### config.mk
export PLATFORM = sky130hd
export DESIGN_NAME = ring_pulse_controller
export DESIGN_NICKNAME = d
export VERILOG_FILES = /design/src/rtl/ring_pulse_controller.sv
export SDC_FILE = /design/constraint.sdc
export NUM_CORES = 1
export LEC_CHECK = 0
export ABC_AREA = 1
export BUFFER_PORTS_ARGS = -buffer_cell sky130_fd_sc_hd__buf_2
export CAP_MARGIN = 20
export CORE_MARGIN = 4
export CORE_UTILIZATION = 55
export CTS_BUF_LIST = sky130_fd_sc_hd__clkbuf_2 sky130_fd_sc_hd__clkbuf_4 sky130_fd_sc_hd__clkbuf_8
export DETAILED_ROUTE_END_ITERATION = 10
export PLACE_DENSITY_LB_ADDON = 0.15
export SLEW_MARGIN = 20
export SYNTH_ARGS = -nofsm -noshare
export SYNTH_HDL_FRONTEND = slang
export SYNTH_SLANG_ARGS = --single-unit
### constraint.sdc
create_clock -name clk25 -period 5.73 [get_ports clk25]
set_clock_uncertainty 0.2 [all_clocks]
set_input_delay 1.719 -clock clk25 [delete_from_list [all_inputs] [get_ports clk25]]
set_output_delay 1.719 -clock clk25 [all_outputs]
set_load 0.005 [all_outputs]
### src/rtl/ring_pulse_controller.sv
// rtl/ring_pulse_controller.sv - frame-synchronous grow/hold/shrink sequencer for the OLED ring renderer
//
// Purpose: steps the ring's inner radius through a grow / hold / shrink
// animation and presents the inner and outer squared radii plus an enable to
// the ring pixel datapath. Every geometry change is applied only on the frame
// step edge, so each frame is drawn with one consistent ring.
//
// Ports:
//   clk25       - pixel clock, the only clock
//   reset       - asynchronous active-high reset
//   pixel_index - current OLED pixel 0..6143, wraps 6143 -> 0
//   start       - one-cycle request to begin the animation (honoured in IDLE)
//   stop        - one-cycle request to abort the animation
//   loop        - level; restart growing instead of idling after a shrink
//   ring_en     - renderer draws the ring when high, black when low
//   inner_sq    - inner radius squared
//   outer_sq    - (inner radius + THICK) squared
//   radius      - current inner radius
//   busy        - animation running or a start is armed
//   frame_tick  - one-cycle pulse on the cycle after every frame step

module ring_pulse_controller #(
    parameter int R_MIN           = 4,
    parameter int R_MAX           = 28,
    parameter int THICK           = 2,
    parameter int FRAMES_PER_STEP = 4,
    parameter int HOLD_FRAMES     = 30
) (
    input  logic        clk25,
    input  logic        reset,
    input  logic [12:0] pixel_index,
    input  logic        start,
    input  logic        stop,
    input  logic        loop,
    output logic        ring_en,
    output logic [12:0] inner_sq,
    output logic [12:0] outer_sq,
    output logic [5:0]  radius,
    output logic        busy,
    output logic        frame_tick
);

    localparam logic [12:0] LAST_PIX  = 13'd6143;
    localparam logic [5:0]  RMIN6     = 6'(R_MIN);
    localparam logic [5:0]  RMAX6     = 6'(R_MAX);
    localparam logic [5:0]  THICK6    = 6'(THICK);
    localparam logic [15:0] FPS16     = 16'(FRAMES_PER_STEP);
    localparam logic [15:0] HOLD16    = 16'(HOLD_FRAMES);
    localparam logic [12:0] RST_INNER = 13'(R_MIN * R_MIN);
    localparam logic [12:0] RST_OUTER = 13'((R_MIN + THICK) * (R_MIN + THICK));

    typedef enum logic [1:0] {
        IDLE,
        GROW,
        HOLD,
        SHRINK
    } state_t;

    state_t      state;
    state_t      state_nx;
    logic [12:0] prev_idx;
    logic [15:0] cnt;
    logic [15:0] cnt_nx;
    logic [5:0]  radius_nx;
    logic        armed;
    logic        abort;
    logic        fs;
    logic        kill;
    logic        go;

    // Widen before multiplying so 63*63 = 3969 fits without truncation.
    function automatic logic [12:0] sq(input logic [5:0] r);
        logic [12:0] w;
        w = {7'd0, r};
        return w * w;
    endfunction

    // Frame step: first edge that sees the last pixel; holding on 6143 does
    // not retrigger because the previous index is then also 6143.
    assign fs = (pixel_index == LAST_PIX) && (prev_idx != LAST_PIX);

    // A stop on the frame-step cycle itself still counts, as does a start
    // landing on that cycle; stop always wins over start.
    assign kill = abort | stop;
    assign go   = (armed | start) & ~kill;

    always_comb begin
        state_nx  = state;
        radius_nx = radius;
        cnt_nx    = cnt;
        ring_en   = (state != IDLE);
        busy      = (state != IDLE) || armed;
        if (kill) begin
            state_nx  = IDLE;
            radius_nx = RMIN6;
            cnt_nx    = '0;
        end else begin
            case (state)
                IDLE: begin
                    radius_nx = RMIN6;
                    cnt_nx    = '0;
                    if (go) begin
                        state_nx = GROW;
                    end
                end
                GROW: begin
                    if (radius >= RMAX6) begin
                        // Degenerate R_MIN == R_MAX: nothing to grow.
                        state_nx = HOLD;
                        cnt_nx   = '0;
                    end else if (cnt + 16'd1 >= FPS16) begin
                        radius_nx = radius + 6'd1;
                        cnt_nx    = '0;
                        if (radius + 6'd1 == RMAX6) begin
                            state_nx = HOLD;
                        end
                    end else begin
                        cnt_nx = cnt + 16'd1;
                    end
                end
                HOLD: begin
                    if (cnt + 16'd1 >= HOLD16) begin
                        state_nx = SHRINK;
                        cnt_nx   = '0;
                    end else begin
                        cnt_nx = cnt + 16'd1;
                    end
                end
                SHRINK: begin
                    if (radius <= RMIN6) begin
                        state_nx = loop ? GROW : IDLE;
                        cnt_nx   = '0;
                    end else if (cnt + 16'd1 >= FPS16) begin
                        radius_nx = radius - 6'd1;
                        cnt_nx    = '0;
                        if (radius - 6'd1 == RMIN6) begin
                            state_nx = loop ? GROW : IDLE;
                        end
                    end else begin
                        cnt_nx = cnt + 16'd1;
                    end
                end
                default: begin
                    state_nx  = IDLE;
                    radius_nx = RMIN6;
                    cnt_nx    = '0;
                end
            endcase
        end
    end

    always_ff @(posedge clk25 or posedge reset) begin
        if (reset) begin
            state      <= IDLE;
            radius     <= RMIN6;
            cnt        <= '0;
            inner_sq   <= RST_INNER;
            outer_sq   <= RST_OUTER;
            prev_idx   <= '0;
            armed      <= 1'b0;
            abort      <= 1'b0;
            frame_tick <= 1'b0;
        end else begin
            prev_idx   <= pixel_index;
            frame_tick <= fs;
            if (fs) begin
                state    <= state_nx;
                radius   <= radius_nx;
                cnt      <= cnt_nx;
                inner_sq <= sq(radius_nx);
                outer_sq <= sq(radius_nx + THICK6);
                armed    <= 1'b0;
                abort    <= 1'b0;
            end else if (stop) begin
                abort <= 1'b1;
                armed <= 1'b0;
            end else if (start && (state == IDLE) && !abort) begin
                armed <= 1'b1;
            end
        end
    end

endmodule

==> qor.yml <==
violations: "setup timing"
area_growth_pct: 39.3
clkLatencyLatePin_ns: 0.35
grt_pass1_wl_microns: 22700
slew_violations: 0
hold_class: "reg2reg"
final_area_sq_mm: 0.00657
cts_buffer_depth: 2
via_per_inst: 5.51
chipWidth_microns: 101
synth_cells: 624
synth.area.top_cells: "dfrtp_1, nand2_1, ha_1"
grt_max_degree: 61
overflow: 0
worstSetupPathType: "reg2reg"
synth_area_sq_mm: 0.00471
p_int_w: 0.000705
antenna_cells: 0
drt-initial-drc-count: 301
port-buffer-count: 48
slew_headroom: 0.467
cp-end-kind: "register"
power_w: 0.000911
cp-start-kind: "register"
synth_warnings: 0
synthFlopType: "dfrtp_1"
fin_nets: 856
synth_area_leader_cell: "dfrtp_1"
clock_sinks: 60
start_util: 0.571
drc: 0
drive_gt1_frac: 0.362
cp.arrival_ns: 5.99
crit_path_frequent_cell: "nand2_2"
cts.hold.buffers_added: 0
crit_slowest_cell: "fa_1"
synth-async-reset-ratio: 1.00
synth_edf_count: 0
wirelength_microns: 14400
cp.required_ns: 5.76
cts_tree: "done"
worst_pin_slew_ns: 0.797
ys_types: 40
antenna_found_initial: 0
vias: 4930
ir_drop_mv: 0.102
outcome: "finished with violations"
syn_avg_cell_area_sq_um: 7.55
crit_path_max_fanout: 6
grtUsageTotal: 0.283
ys_ff_latch: 60
htree_levels: 3
placed_area_sq_mm: 0.00563
clkTransAtPathRegs_ns: 0.07
drtAntennaViolNets: 0
synth_common_cells: "nand2_1, inv_1, nor2_1"
pwr_density_cell_mw_per_mm2: 139
cts_buffers: 9
rsz0062_at_grt: "true"
clkPwrFrac: 0.488
gp_congestion: 0.902
avgRoutedWirePerCell_microns: 16.1
dieArea_sq_mm: 0.0101
swShare: 0.226
worst_slack_ns: -0.229
dr.pass1.iters: 7
p_leak_nw: 3.50
finalCritPeriodShare: 1.04
yosys.cell_count.top_type: "nand2_1"
cp_slowest_stage_delay_ns: 0.51
die_h_microns: 101
dp.final_hpwl_microns: 8990
final.setup.tns_ns: -0.781
comb_power_share: 0.036
finalHoldViolations: 0
fill_cells: 535
p_seq_frac: 0.475
grt_pass1_vias: 4955
post-route-min-period_ns: 5.96
coreArea_sq_mm: 0.00826
maxClockFrequency_mhz: 168
synth_top_area_frac: 0.297
io_pins: 53
setup_viol: 6
rows: 33
drv_cap: 0
cts_root_buf: "clkbuf_8"
p_switching_w: 0.000206
ys_seq_area_frac: 0.320
## critical path: cells and delay by family (launching register included)
kind / cells / cell delay (ns)
buffers and inverters: 10 / 1.14
adder cells (fa/ha/maj): 4 / 1.71
flip-flops: 1 / 0.45
AND/OR/NAND/NOR: 20 / 1.96
AO/OA/AOI/OAI: 3 / 0.39
## final timing paths
path | from | endpoint | slack (ns) | cells after the start
min | inner_sq[4] | inner_sq[4] | 0.27 | 2
min in group asynchronous | reset | outer_sq[11] | 1.38 | 3
min reg2reg | inner_sq[4] | inner_sq[4] | 0.27 | 2
max in group asynchronous | reset | prev_idx[10] | 3.40 | 3
max reg2reg | cnt[4] | outer_sq[8] | -0.23 | 37
max | cnt[4] | outer_sq[8] | -0.23 | 37
## timing repair
| item | in CTS | in global routing |
|---|---|---|
| endpoints found under the hold margin | 0 | 0 |
| pin swaps | 26 | 22 |
| resized for setup | 32 | 67 |
| setup buffers | 44 | 7 |
| setup endpoints to repair | 6 | 19 |
## through the flow
stage	setup WS, ns	std cells	hold slack (ns)	util
global placement	-0.334	837	0.261	0.682
finish	-0.229	895	0.271	0.795
global route	-0.558	895	0.310	0.795
detailed placement	-0.427	837	0.255	0.682
CTS	-0.0432	896	0.267	0.765
floorplan	-0.243	627	0.257	-
## cells by family after synthesis
family                   count (synthesis)  synth area share
AND/OR/NAND/NOR                        315             0.302
AO/OA/AOI/OAI                           60            0.0749
adder cells (fa/ha/maj)                 52             0.164
flip-flops                              60             0.320
multiplexers                             1           0.00239
XOR/XNOR                                22            0.0409
buffers and inverters                  113            0.0964
other                                    1          0.000796
## power by group through the flow
stage / clock [W] / combinational (W) / sequential, W
after detailed placement: 0 / 0.0000321 / 0.000441
final: 0.000445 / 0.0000330 / 0.000433
after global placement: 0 / 0.0000310 / 0.000441
after global routing: 0.000468 / 0.0000375 / 0.000434
after CTS: 0.000451 / 0.0000323 / 0.000433
after floorplan: 0 / 0.0000194 / 0.000440
## metal layers
layer,up-vias,part of all wire,GRT usage
met5,-,0,0
met2,213,0.50,0.482
met4,0,0.051,0.150
li1,2315,-,-
met3,68,0.057,0.0505
met1,2334,0.39,0.341
## cell usage in the layout, fill, tap and decap left out, drive strengths merged, types with 14 or more instances in the layout
cell,n
buf,165
nand3,50
fa,16
xor2,14
inv,95
o21ai,28
dfrtp,56
nor2,83
ha,36
nand2,150
## cell type report
class	instances	area, sq um	share of cell area
multi-input cells	454	3150	0.480
repair buffers	165	1180	0.180
clock inverters	4	72.6	0.0110
clock buffers	11	151	0.0231
flip-flops and latches	60	1510	0.229
well taps	105	131	0.0200
inverters	96	368	0.0560
## state kept, by name (all words and copies together) (netlist names)
name,cells
cnt,16
prev_idx,13
inner_sq,10
outer_sq,10
radius,6
state,2
abort,1
armed,1
frame_tick,1
Power figures use the tool's default switching activity.
